### src/rtl/pcr_pkg.sv
// ----------------------------------------------------------------------------
// pcr_pkg
// Shared MPEG-2 PCR definitions for the timebase and for the PCR stamping and
// insertion blocks that will sit on top of it.
//   PCR_BASE_W   width of the 90 kHz-equivalent base field (33 bits)
//   PCR_EXT_W    width of the 27 MHz extension field (9 bits)
//   PCR_EXT_MOD  extension modulus; the extension counts 0..299
//   pcr_t        packed {base, ext} pair
//   pcrIncrement advance a PCR value by one 27 MHz tick
//   extLegal     true when an extension value is inside 0..299
// ----------------------------------------------------------------------------
package pcr_pkg;

    localparam int PCR_BASE_W  = 33;
    localparam int PCR_EXT_W   = 9;
    localparam int PCR_EXT_MOD = 300;

    typedef struct packed {
        logic [PCR_BASE_W-1:0] base;
        logic [PCR_EXT_W-1:0]  ext;
    } pcr_t;

    // One 27 MHz step: the extension rolls over at 300 and carries into the
    // base, which itself wraps silently at 2^33.
    function automatic pcr_t pcrIncrement(input pcr_t cur);
        pcr_t nxt;
        nxt = cur;
        if (cur.ext == PCR_EXT_W'(PCR_EXT_MOD - 1)) begin
            nxt.ext  = '0;
            nxt.base = cur.base + PCR_BASE_W'(1);
        end else begin
            nxt.ext  = cur.ext + PCR_EXT_W'(1);
        end
        return nxt;
    endfunction

    // A 9-bit field can hold 300..511, which are not valid extensions.
    function automatic logic extLegal(input logic [PCR_EXT_W-1:0] ext);
        return ext < PCR_EXT_W'(PCR_EXT_MOD);
    endfunction

endpackage

### src/rtl/pcr_timebase_if.sv
// ----------------------------------------------------------------------------
// pcr_timebase_if
// Bundle between the PCR timebase and whoever feeds/consumes it.
//   clk_pulse_in  divided 27 MHz toggle into the timebase
//   load          one-cycle strobe to load load_base/load_ext
//   load_base     PCR base to load
//   load_ext      PCR extension to load (legal 0..299)
//   tick          one-cycle 27 MHz enable out of the timebase
//   pcr_base      current PCR base
//   pcr_ext       current PCR extension
//   clk_lost      watchdog flag: the toggle has stopped
//   load_err      one-cycle pulse: a load was rejected
// Modports: master drives the toggle and load request, slave is the timebase.
// ----------------------------------------------------------------------------
interface pcr_timebase_if;
    import pcr_pkg::*;

    logic                  clk_pulse_in;
    logic                  load;
    logic [PCR_BASE_W-1:0] load_base;
    logic [PCR_EXT_W-1:0]  load_ext;
    logic                  tick;
    logic [PCR_BASE_W-1:0] pcr_base;
    logic [PCR_EXT_W-1:0]  pcr_ext;
    logic                  clk_lost;
    logic                  load_err;

    modport master (
        output clk_pulse_in, load, load_base, load_ext,
        input  tick, pcr_base, pcr_ext, clk_lost, load_err
    );

    modport slave (
        input  clk_pulse_in, load, load_base, load_ext,
        output tick, pcr_base, pcr_ext, clk_lost, load_err
    );

endinterface

### src/rtl/pcr_timebase_rise_edge_detect.sv
// ----------------------------------------------------------------------------
// rise_edge_detect
// Turns rising edges of a toggle-style strobe into a one-cycle pulse.
// Optional build macro: PCR_TIMEBASE_SYNC_EN
//   defined   -> i_toggle goes through a 2-flop synchronizer first, so the
//                source may be asynchronous (pulse 3 cycles after the edge)
//   undefined -> i_toggle is assumed to come from a register in this clock
//                domain and is used directly (pulse 1 cycle after the edge)
// Ports:
//   clk       sampling clock
//   rst       synchronous active-high reset
//   i_toggle  toggle input
//   o_rise    combinational rise indication for the current cycle; lets the
//             parent update state on the same edge that raises o_pulse
//   o_pulse   registered one-cycle rise pulse
// History and synchronizer flops reset to 1 to match the divider's reset
// level, so reset release never looks like a rising edge.
// ----------------------------------------------------------------------------
module rise_edge_detect (
    input  logic clk,
    input  logic rst,
    input  logic i_toggle,
    output logic o_rise,
    output logic o_pulse
);

    logic w_sampled;
    logic w_rise;
    logic r_prev;
    logic r_pulse;

`ifdef PCR_TIMEBASE_SYNC_EN
    logic r_sync1;
    logic r_sync2;

    // Two-stage synchronizer for an asynchronous toggle source.
    always_ff @(posedge clk) begin
        if (rst) begin
            r_sync1 <= 1'b1;
            r_sync2 <= 1'b1;
        end else begin
            r_sync1 <= i_toggle;
            r_sync2 <= r_sync1;
        end
    end

    assign w_sampled = r_sync2;
`else
    assign w_sampled = i_toggle;
`endif

    assign w_rise = w_sampled & ~r_prev;

    // History register plus the registered pulse; falling edges never
    // produce a pulse because only high-after-low is detected.
    always_ff @(posedge clk) begin
        if (rst) begin
            r_prev  <= 1'b1;
            r_pulse <= 1'b0;
        end else begin
            r_prev  <= w_sampled;
            r_pulse <= w_rise;
        end
    end

    assign o_rise  = w_rise;
    assign o_pulse = r_pulse;

endmodule

### src/rtl/pcr_timebase.sv
// ----------------------------------------------------------------------------
// pcr_timebase
// Consumer end of the 27 MHz divided-clock toggle in the 108 MHz clk2 domain.
// Each rising edge of the toggle produces a one-cycle tick and advances an
// MPEG-2 PCR system time clock (33-bit base, 9-bit extension mod 300).
// A watchdog raises clk_lost when no rising edge has been seen for
// TIMEOUT_CYCLES clk2 cycles.
// Optional build macro: PCR_TIMEBASE_SYNC_EN adds a 2-flop input
// synchronizer in front of edge detection (see rise_edge_detect).
// Parameters:
//   FREQUENCY_IN    clk2 frequency in Hz
//   FREQUENCY_OUT   nominal toggle frequency in Hz
//   TIMEOUT_CYCLES  quiet cycles before clk_lost; floored at 2*RATIO
// Ports:
//   clk2  108 MHz system clock
//   rst   synchronous active-high reset
//   bus   pcr_timebase_if.slave (toggle in, load request, tick/PCR/flags out)
// ----------------------------------------------------------------------------
module pcr_timebase
    import pcr_pkg::*;
#(
    parameter real FREQUENCY_IN   = 108.0e6,
    parameter real FREQUENCY_OUT  = 27.0e6,
    parameter int  TIMEOUT_CYCLES = 4 * int'(FREQUENCY_IN / FREQUENCY_OUT)
) (
    input  logic          clk2,
    input  logic          rst,
    pcr_timebase_if.slave bus
);

    localparam int RATIO    = int'(FREQUENCY_IN / FREQUENCY_OUT);
    // Anything below two toggle periods would trip on normal jitter.
    localparam int WD_LIMIT = (TIMEOUT_CYCLES < 2 * RATIO) ? 2 * RATIO : TIMEOUT_CYCLES;
    localparam int WD_W     = $clog2(WD_LIMIT + 1);
    localparam logic [WD_W-1:0] WD_MAX = WD_W'(WD_LIMIT);

    logic            w_rise;
    logic            w_tick;
    logic            w_loadValid;
    logic            w_loadBad;
    pcr_t            r_pcr;
    logic            r_loadErr;
    logic [WD_W-1:0] r_wdCount;
    logic            r_clkLost;

    rise_edge_detect u_riseEdge (
        .clk      (clk2),
        .rst      (rst),
        .i_toggle (bus.clk_pulse_in),
        .o_rise   (w_rise),
        .o_pulse  (w_tick)
    );

    assign w_loadValid = bus.load & extLegal(bus.load_ext);
    assign w_loadBad   = bus.load & ~extLegal(bus.load_ext);

    // PCR counter. A valid load wins over a coincident rise, dropping that
    // tick's increment; a rejected load leaves the counter running as if no
    // load had been requested and only raises load_err for one cycle.
    always_ff @(posedge clk2) begin
        if (rst) begin
            r_pcr     <= '0;
            r_loadErr <= 1'b0;
        end else begin
            if (w_loadValid) begin
                r_pcr <= '{base: bus.load_base, ext: bus.load_ext};
            end else if (w_rise) begin
                r_pcr <= pcrIncrement(r_pcr);
            end
            r_loadErr <= w_loadBad;
        end
    end

    // Watchdog. Counts quiet cycles and saturates at the limit; clk_lost is
    // registered so that it is high exactly while the count sits at the
    // limit. A rise clears both on the edge that raises tick. There is no
    // free-running fallback: the PCR simply stalls while the toggle is gone.
    always_ff @(posedge clk2) begin
        if (rst) begin
            r_wdCount <= '0;
            r_clkLost <= 1'b0;
        end else if (w_rise) begin
            r_wdCount <= '0;
            r_clkLost <= 1'b0;
        end else if (r_wdCount != WD_MAX) begin
            r_wdCount <= r_wdCount + WD_W'(1);
            r_clkLost <= (r_wdCount == WD_MAX - WD_W'(1));
        end
    end

    assign bus.tick     = w_tick;
    assign bus.pcr_base = r_pcr.base;
    assign bus.pcr_ext  = r_pcr.ext;
    assign bus.clk_lost = r_clkLost;
    assign bus.load_err = r_loadErr;

endmodule

### src/flat_wrapper.sv
// flat-port wrapper written by rule: the top's interface ports become plain ports
module pcr_timebase_flat import pcr_pkg::*;
#(
    parameter real FREQUENCY_IN   = 108.0e6,
    parameter real FREQUENCY_OUT  = 27.0e6,
    parameter int  TIMEOUT_CYCLES = 4 * int'(FREQUENCY_IN / FREQUENCY_OUT)
)
  (clk2, rst, bus_clk_pulse_in, bus_load, bus_load_base, bus_load_ext, bus_tick, bus_pcr_base, bus_pcr_ext, bus_clk_lost, bus_load_err);
  pcr_timebase_if bus_i ();
  input  logic clk2;
  input  logic rst;
  input wire logic [$bits(bus_i.clk_pulse_in)-1:0] bus_clk_pulse_in;
  input wire logic [$bits(bus_i.load)-1:0] bus_load;
  input wire logic [$bits(bus_i.load_base)-1:0] bus_load_base;
  input wire logic [$bits(bus_i.load_ext)-1:0] bus_load_ext;
  output wire logic [$bits(bus_i.tick)-1:0] bus_tick;
  output wire logic [$bits(bus_i.pcr_base)-1:0] bus_pcr_base;
  output wire logic [$bits(bus_i.pcr_ext)-1:0] bus_pcr_ext;
  output wire logic [$bits(bus_i.clk_lost)-1:0] bus_clk_lost;
  output wire logic [$bits(bus_i.load_err)-1:0] bus_load_err;
  assign bus_i.clk_pulse_in = bus_clk_pulse_in;
  assign bus_i.load = bus_load;
  assign bus_i.load_base = bus_load_base;
  assign bus_i.load_ext = bus_load_ext;
  assign bus_tick = bus_i.tick;
  assign bus_pcr_base = bus_i.pcr_base;
  assign bus_pcr_ext = bus_i.pcr_ext;
  assign bus_clk_lost = bus_i.clk_lost;
  assign bus_load_err = bus_i.load_err;
  pcr_timebase #(.FREQUENCY_IN(FREQUENCY_IN), .FREQUENCY_OUT(FREQUENCY_OUT), .TIMEOUT_CYCLES(TIMEOUT_CYCLES)) u_core (.clk2(clk2), .rst(rst), .bus(bus_i));
endmodule
### config.mk
export PLATFORM = sky130hd
export DESIGN_NAME = pcr_timebase_flat
export DESIGN_NICKNAME = d
export VERILOG_FILES = /design/src/rtl/pcr_pkg.sv /design/src/rtl/pcr_timebase_if.sv /design/src/rtl/pcr_timebase_rise_edge_detect.sv /design/src/rtl/pcr_timebase.sv /design/src/flat_wrapper.sv
export SDC_FILE = /design/constraint.sdc
export NUM_CORES = 1
export LEC_CHECK = 0
export CAP_MARGIN = 10
export CELL_PAD_IN_SITES_DETAIL_PLACEMENT = 1
export CELL_PAD_IN_SITES_GLOBAL_PLACEMENT = 2
export CORE_AREA = 2 2 105 107
export DETAILED_ROUTE_END_ITERATION = 12
export DIE_AREA = 0 0 107 109
export PLACE_DENSITY_LB_ADDON = 0.1
export SYNTH_ARGS = -nofsm -noshare
export SYNTH_HDL_FRONTEND = slang
export SYNTH_HIERARCHICAL = 1
export SYNTH_SLANG_ARGS = --single-unit
### constraint.sdc
create_clock -name clk2 -period 2.9 [get_ports clk2]
set_input_delay 0.725 -clock clk2 [delete_from_list [all_inputs] [get_ports clk2]]
set_output_delay 0.725 -clock clk2 [all_outputs]
set_load 0.05 [all_outputs]
# Yosys cells after proc, flatten, opt, wreduce, memory -nomap -nowiden
# Cells that the tools add are included.
dict set report classes {
  order_cmp 1
  eq_ne 3
  muxes 4
  n_bitwise 5
  n_reduce_logical 4
  add_sub_neg 3
}
# cell n
set ops {}
lappend ops {{42-bit 2-to-1 mux} 2}
lappend ops {{33-bit by 1-bit adder with 33-bit output, second input constant} 1}
lappend ops {{33-bit 2-to-1 mux} 1}
lappend ops {{9-bit by 1-bit adder with 9-bit output, second input constant} 1}
lappend ops {{9-bit equality test, second input constant} 1}
lappend ops {{9-bit < comparator, second input constant} 1}
lappend ops {{9-bit 2-to-1 mux} 1}
lappend ops {{5-bit by 1-bit adder with 5-bit output, second input constant} 1}
lappend ops {{5-bit by 4-bit equality test with 1-bit output, second input constant} 1}
lappend ops {{5-bit != test, second input constant} 1}
lappend ops {{2-bit nonzero test} 2}
lappend ops {{1-bit AND} 3}
lappend ops {{1-bit inverter} 2}
lappend ops {{2-bit AND reduction} 1}
lappend ops {{2-bit OR reduction} 1}
dict set report totals {
  out_inout_bits 45
  ff_bits 51
  inputBits 46
}

# Depth between registers and ports, before layout
dict set report depth {
  word_depth 4
  mapped_depth 8
  depth_no_buf 6
}

# Modules after synthesis
# The synthesis kept the hierarchy.
# mod seq_area_each_um2 area_per_inst_um2 instances cells_each
set by_module_without_submodules {}
lappend by_module_without_submodules {pcr_timebase 980.9 2636.3 1 312}
lappend by_module_without_submodules {rise_edge_detect 40.0 65.1 1 5}

# Least setup slack after synthesis
# OpenSTA, ideal clock, no wires.
dict set report synth_path {
  path_kind {input -> register}
  startpoint {input bus_clk_pulse_in}
  endpoint {register u_core.r_pcr, in the netlist u_core/bus.pcr_base[30]}
  arrival_time_ps 2350
  n_path_buf 2
  cell_stages 8
  slack_ps 459
  cell_sequence {nor2b_1 > clkbuf_1 > nand2_1 > nor3_4 > nand4_1 > buf_2 > or4_1 > a311oi_1}
}
dict set report synth_via {
  elab_chain_cells 3
}
# element line
set synth_rtl {}
lappend synth_rtl {{from (decl)} flat_wrapper.sv:12} ;# input wire logic [$bits(bus_i.clk_pulse_in)-1:0] bus_clk_pulse_in;
lappend synth_rtl {{1-bit AND} pcr_timebase_rise_edge_detect.sv:52} ;# assign w_rise = w_sampled & ~r_prev;
lappend synth_rtl {{2-bit nonzero test (no line)} --}
lappend synth_rtl {{2-bit AND reduction (no line)} --}
lappend synth_rtl {{to (signal assigned)} pcr_timebase.sv:66} ;# r_pcr <= '{base: bus.load_base, ext: bus.load_ext};
lappend synth_rtl {{to (signal assigned)} pcr_timebase.sv:68} ;# r_pcr <= pcrIncrement(r_pcr);
lappend synth_rtl {{to (decl)} pcr_timebase.sv:41} ;# pcr_t r_pcr;
# Every way passes these cells.
# A chain may end at the register's enable or synchronous reset.

# Worst setup path after layout
dict set report layout_path {
  startpoint {input bus_clk_pulse_in}
  endpoint {register u_core.r_pcr, in the netlist u_core/bus.pcr_base[32]}
}
dict set report layout_via {
  elab_chain_cells 3
}
# element line
set layout_rtl {}
lappend layout_rtl {{1-bit AND} pcr_timebase_rise_edge_detect.sv:52}
lappend layout_rtl {{net u_core.w_rise} pcr_timebase.sv:37} ;# logic w_rise;
lappend layout_rtl {{2-bit nonzero test (no line)} --}
lappend layout_rtl {{2-bit AND reduction (no line)} --}
# The timed path passes the listed nets, and every way through them passes these cells.

==> results by group <==
Layout
  • Multi-input gate area: 1580 sq um
  • Post-layout nets: 457
  • Cell Count, Final, Fillers Out: 547
  • Synth-to-layout area growth: 45.8%
  • Layout cell share with drive strength beyond 1: 0.0614
  • Storage element area: 1020 sq um
  • Commonest non-fill, non-tap cell in the layout: clkdlybuf4s50_1
  • Most frequent cells in the layout: clkdlybuf4s50_1 (89), dfxtp_1 (51), nor2_1 (50), a211oi_1 (34), xor2_1 (27)
  • Post-layout util: 0.371
  • Fill count: 1,252
  • Antenna cells: 0

Global route
  • Gr ovfl total: 0
  • First-pass GRT wire length: 13,600 um
  • Pin count of the biggest net entering global routing: 57
  • GR Util All Layers: 0.145
  • Number of global-route vias before repair: 2,657
  • Initial antenna violation count: 0

Power and ir drop
  • Clock power share: 0.320
  • Sw power: 591 uW
  • Net Sw Frac: 0.315
  • Comb power frac: 0.246
  • Leakage: 0.00133 uW
  • Internal: 1290 uW
  • PwrDens: 477 nW/um^2
  • Sequential Power Share: 0.434
  • VDD IR-drop max: 0.000239 V

Die
  • IO Pins: 91
  • Starting Density: 0.255
  • Die X-Extent: 107 um
  • Core area: 10,600 sq um
  • Row cnt: 38
  • Die Ht: 109 um
  • Die ar.: 11,700 sq um

Timing
  • RSZ-0062 raised after global routing: no
  • Max-slew violations: 0
  • Worst Max-Slew Pin Slew: 0.980 ns
  • Final hold vios: 0
  • Clock Skew: 0.0107 ns
  • Max Freq: 0.376 GHz
  • Slew headroom: 0.337
  • Final setup fails: 0
  • Post-Route Setup TNS: 0 ns
  • Tcrit/Tclk final: 0.916
  • Clock period minus worst slack: 2.66 ns

Min path
  • Hold Crit Depth: 1
  • HP Class: reg -> reg
  • Hold Startpoint: u_core/u_riseEdge/r_prev
  • Sink of the worst hold path: u_core/u_riseEdge/o_pulse

Clock tree
  • CTS tree: done
  • Clk Latency, worst-skew pair: 0.31 ns
  • Clock Sinks: 51
  • Post_cts resized: 0
  • Cts hold-fix bufs: 0
  • Clock buffers created by TritonCTS: 5
  • Post CTS Setup Buffer Count: 0
  • H-Tree Depth: 2
  • Clock transition at path regs: 0.10 ns
  • Clock Path Buffers: 2
  • CTS root buf: clkbuf_8

Critical path
  • Worst path cell trace: clkdlybuf4s50_1 > nor2b_1 > nand2_1 > nor3_4 > nand4_1 > or4_1 > a311oi_1
  • Critical Path AT: 2.87 ns
  • Startpoint types: input pin
  • Worst flop-to-flop path startpoint: u_core/bus.pcr_base[0]
  • Reg-to-Reg End: u_core/bus.pcr_base[32]
  • Worst-path maximum fanout: 10
  • Crit Path Category: in -> reg
  • Critical path required time: 3.12 ns
  • R2R setup slack: 0.43 ns
  • Worst Reg-to-Reg Cells: 6
  • Crit path capture type: register
  • Crit path max-delay cell type: or4_1
  • Worst path max stage delay: 0.56 ns

Routing
  • DR WL/cell: 15.3 um
  • Antenna Nets Post-Route: 0
  • Routed WL: 8370 um
  • DRT Pass-1 Iters: 4
  • Vias per std cell: 4.91
  • DRC: 0
  • Initial DRC count: 123
  • Routed vias: 2,687

Logic synthesis
  • Synth area leaders: dfxtp_1 (38%), a211oi_1 (9.4%), xor2_1 (8.8%)
  • Seq/Total Area, Yosys: 0.378
  • Yosys top cell by area: dfxtp_1
  • Synthesis warning total: 6
  • Syn avg cell area: 8.52 sq um
  • Post-Synthesis Cells: 317
  • Post-synthesis cell type count: 42
  • Count of state elements after synthesis: 51
  • Mapped cell area: 2700 sq um
  • Yosys top cell area share: 0.378
  • Net Count, Synth: 368

Placement
  • Placed insts: 539
  • Dpl hpwl: 6150 um
  • Global placer's final weighted congestion: 0.721
  • Port buffer count: 90

Job
  • # Max-Cap Violations: 0

Outcome
  • Status: finished, final reports clean
-- flip-flops by register name (all words and copies together), names as in the netlist --
| signal | cells |
|---|---|
| u_core/bus.pcr_base | 33 |
| u_core/bus.pcr_ext | 9 |
| u_core/r_wdCount | 5 |
| u_core/bus.clk_lost | 1 |
| u_core/bus.load_err | 1 |
| u_core/u_riseEdge/o_pulse | 1 |
| u_core/u_riseEdge/r_prev | 1 |
-- worst max-delay path: cells and delay by family --
| kind | cells | cell delay, ns |
|---|---|---|
| buffers and inverters | 1 | 0.48 |
| AO/OA/AOI/OAI | 1 | 0.27 |
| AND/OR/NAND/NOR | 5 | 1.39 |
-- worst max path at each step --
stage,start,endpoint,slack (ns),cells after the start
CTS,bus_clk_pulse_in,u_core/bus.pcr_base[32],0.25,7
floorplan,bus_clk_pulse_in,u_core/bus.pcr_base[30],0.46,8
finish,bus_clk_pulse_in,u_core/bus.pcr_base[32],0.24,7
global route,bus_clk_pulse_in,u_core/bus.pcr_base[32],0.08,7
global placement,bus_clk_pulse_in,u_core/bus.pcr_base[32],-0.02,7
detailed placement,bus_clk_pulse_in,u_core/bus.pcr_base[32],-0.06,7
-- power by group through the flow --
stage	clock [uW]	combinational, uW	sequential [uW]
2_1_floorplan	0	124	972
3_3_place_gp	0	462	835
3_5_place_dp	0	465	834
4_1_cts	621	468	818
5_1_grt	654	492	828
6_report	601	462	817
-- synth_stat cells (all sizes together) --
master  count
a21oi       2
a21bo       1
xor2       27
a211o       1
ha          5
or2         1
o31ai       3
nand3      18
clkbuf     15
nor3b       3
or4         4
a311oi      6
a41oi       1
mux2i       5
inv         6
o21ai       3
and2        3
nor4        4
nand4      20
and3        5
nor3        9
a211oi     34
a221oi      1
nor4b       1
mux2        1
and4b       2
xnor2       6
or3         5
nand4b      1
o21a        1
nand2      11
nor2       50
and4        3
a21o        1
nor2b       3
dfxtp      51
buf         4
-- layer usage --
metal | wire, um | part of all wire | GRT usage
met4 | 56 | 0.0067 | 0.0306
met1 | 4170 | 0.50 | 0.195
met2 | 3830 | 0.46 | 0.246
met3 | 312 | 0.037 | 0.0245
met5 | 0 | 0 | 0
-- per-stage QoR --
stage	total power (uW)	worst slack (ns)	cell area, sq um	hold slack (ns)
3_5_place_dp	1300	-0.0620	3810	0.440
6_report	1880	0.243	3940	0.454
2_1_floorplan	1100	0.459	2700	0.409
3_3_place_gp	1300	-0.0209	3810	0.429
4_1_cts	1910	0.249	3940	0.455
5_1_grt	1970	0.0760	3940	0.492
-- logic make-up (layout without fill, tap and decap cells) --
logic type	count (synthesis)	count (layout)	synth area share
adder cells (fa/ha/maj)	5	5	0.0232
AO/OA/AOI/OAI	54	54	0.151
multiplexers	6	6	0.0227
buffers and inverters	25	115	0.0357
AND/OR/NAND/NOR	143	143	0.283
XOR/XNOR	33	33	0.107
flip-flops	51	51	0.378
-- area by class of cell --
type	instances	share of cell area
Clock inverter	2	0.0152
Clock buffer	6	0.0184
Multi-Input combinational cell	241	0.402
Tap cell	140	0.0445
Sequential cell	51	0.259
Inverter	6	0.00572
Timing Repair Buffer	101	0.255
Note: power is estimated with default switching activity, not from simulation.
==> RTL change (config.mk and constraints unchanged) <==
The option `PCR_TIMEBASE_SYNC_EN` is turned on by a define.
--- a/src/rtl/pcr_timebase_rise_edge_detect.sv
+++ b/src/rtl/pcr_timebase_rise_edge_detect.sv
@@ -18,2 +18,4 @@
 // ----------------------------------------------------------------------------
+`define PCR_TIMEBASE_SYNC_EN
+
 module rise_edge_detect (
Behaviour: not the same (a bounded check fails within 4 cycles, from zero or initial values and one cycle with rst high).
==> RTL change against the unedited design <==
- register-to-register slack worse by 0.09 ns
- power is 2.0% lower
- routed wire length is 0.12% lower
- area after synthesis is 1.8% higher
- combinational power hardly changed
- maximum frequency is 3.9% higher
- setup slack better by 0.099 ns
- sequential cell count is 2 higher
- sequential power is 3.9% higher
- cell count is 0.18% higher
- design area hardly changed
- clock power is 11% lower
- highest routed layer unchanged
==> RTL change: results (changes against the unedited design) <==
* Crit path DAT at 2.77 ns (-0.10 ns)
* Detailed placer's ending HPWL at 6.06 mm (-1.3%)
* NonClk Buf Share at 0.246 (-0.00866)
* Post-layout nets at 458 (+0.22%)
* Post-synthesis sequential area ratio at 0.386 (+0.00803)
* Total Routing Usage GR at 0.148 (+0.00244)
* Clock-cell share at 0.0296 (-0.00410)
* Placed Cells at 540 (+0.19%)
* Syn_nets at 372 (+1.1%)
* Launch point of the worst path: u_core/bus.pcr_base[0]$_SDFFE_PP0P_
* Fraction of layout instances using a drive strength above 1 at 0.0515 (-0.00995)
* Static leakage at 1.33 nW (-0.47%)
* Routability Congestion at 0.733 (+1.7%)
* Register share of the cell area at 0.270 (+0.0104)
* Top cells by count, synth: 53 x dfxtp_1, 50 x nor2_1, 34 x a211oi_1
* Status: completed
* Area occupied by multi-input gates at 1590 um2 (+0.47%)
* Fill cells at 1243 (-0.72%)
* Via-to-Cell Ratio at 4.90 (-0.33%)
* Initial DRC count at 40 (-67%)
* Worst slack, placed at 0.315 ns (+0.377 ns)
* Crit Path Max Fanout at 11 (+1)
* Synth Area per Inst at 8.56 um2 (+0.49%)
* Buffers excl. clock at 98 (-3.0%)
* Post-synth cell types at 41 (-2.4%)
* First-pass GRT wire length at 13.8 mm (+1.5%)
* Avg WL per Cell at 15.3 um (-0.30%)
* Vias in the first global route at 2735 (+2.9%)
* Placement Cell Area at 3820 um2 (+0.33%)
* Setup Skew at 0.0117 ns (+0.00101 ns)
* CLK BUF at 7 (+1)
==> RTL change: cell families (layout without fill, tap and decap cells) <==
family / count (synthesis) / after routing / synth area share
AOI/OAI and AO/OA: 54 / 54 / 0.148
xor gates and xnor gates: 33 / 33 / 0.105
adders and majority gates: 5 / 5 / 0.0228
buffers and inverters: 25 / 112 / 0.0350
DFF: 53 / 53 / 0.386
muxes: 6 / 6 / 0.0223
and+or+nand+nor: 145 / 145 / 0.281
==> RTL change: power by group <==
| group | leakage (nW) | switching [mW] | internal (mW) |
|---|---|---|---|
| registers | 0.438 | 0.0699 | 0.779 |
| logic | 0.831 | 0.270 | 0.191 |
| clock network | 0.0585 | 0.250 | 0.282 |
==> RTL change: worst paths after layout <==
kind / slack (ns) / endpoint
setup / recovery: 0.34 / u_core/bus.pcr_base[30]$_SDFFE_PP0P_
hold / removal: 0.42 / u_core/u_riseEdge/r_sync2$_SDFF_PP1_
setup reg to reg: 0.34 / u_core/bus.pcr_base[30]$_SDFFE_PP0P_
hold reg to reg: 0.42 / u_core/u_riseEdge/r_sync2$_SDFF_PP1_
==> RTL change: routing by layer <==
metal / up-vias / global-route usage / part of all wire
met4: 0 / 0.0334 / 0.0086
met2: 53 / 0.262 / 0.48
met5: - / 0 / 0
met1: 1270 / 0.188 / 0.48
li1: 1354 / - / -
met3: 6 / 0.0251 / 0.035
==> RTL change: stage by stage <==
stage               hold WS [ns]   util
floorplan                  0.385      -
global placement           0.403  0.360
detailed placement         0.405  0.360
CTS                        0.427  0.371
global route               0.445  0.371
finish                     0.417  0.371
==> RTL change: critical path: cells and delay by family, from the launching register on <==
kind                     cells  cell delay [ns]
AO/OA/AOI/OAI                1             0.28
flip-flops                   1             0.44
adder cells (fa/ha/maj)      1             0.24
AND/OR/NAND/NOR              4             1.49
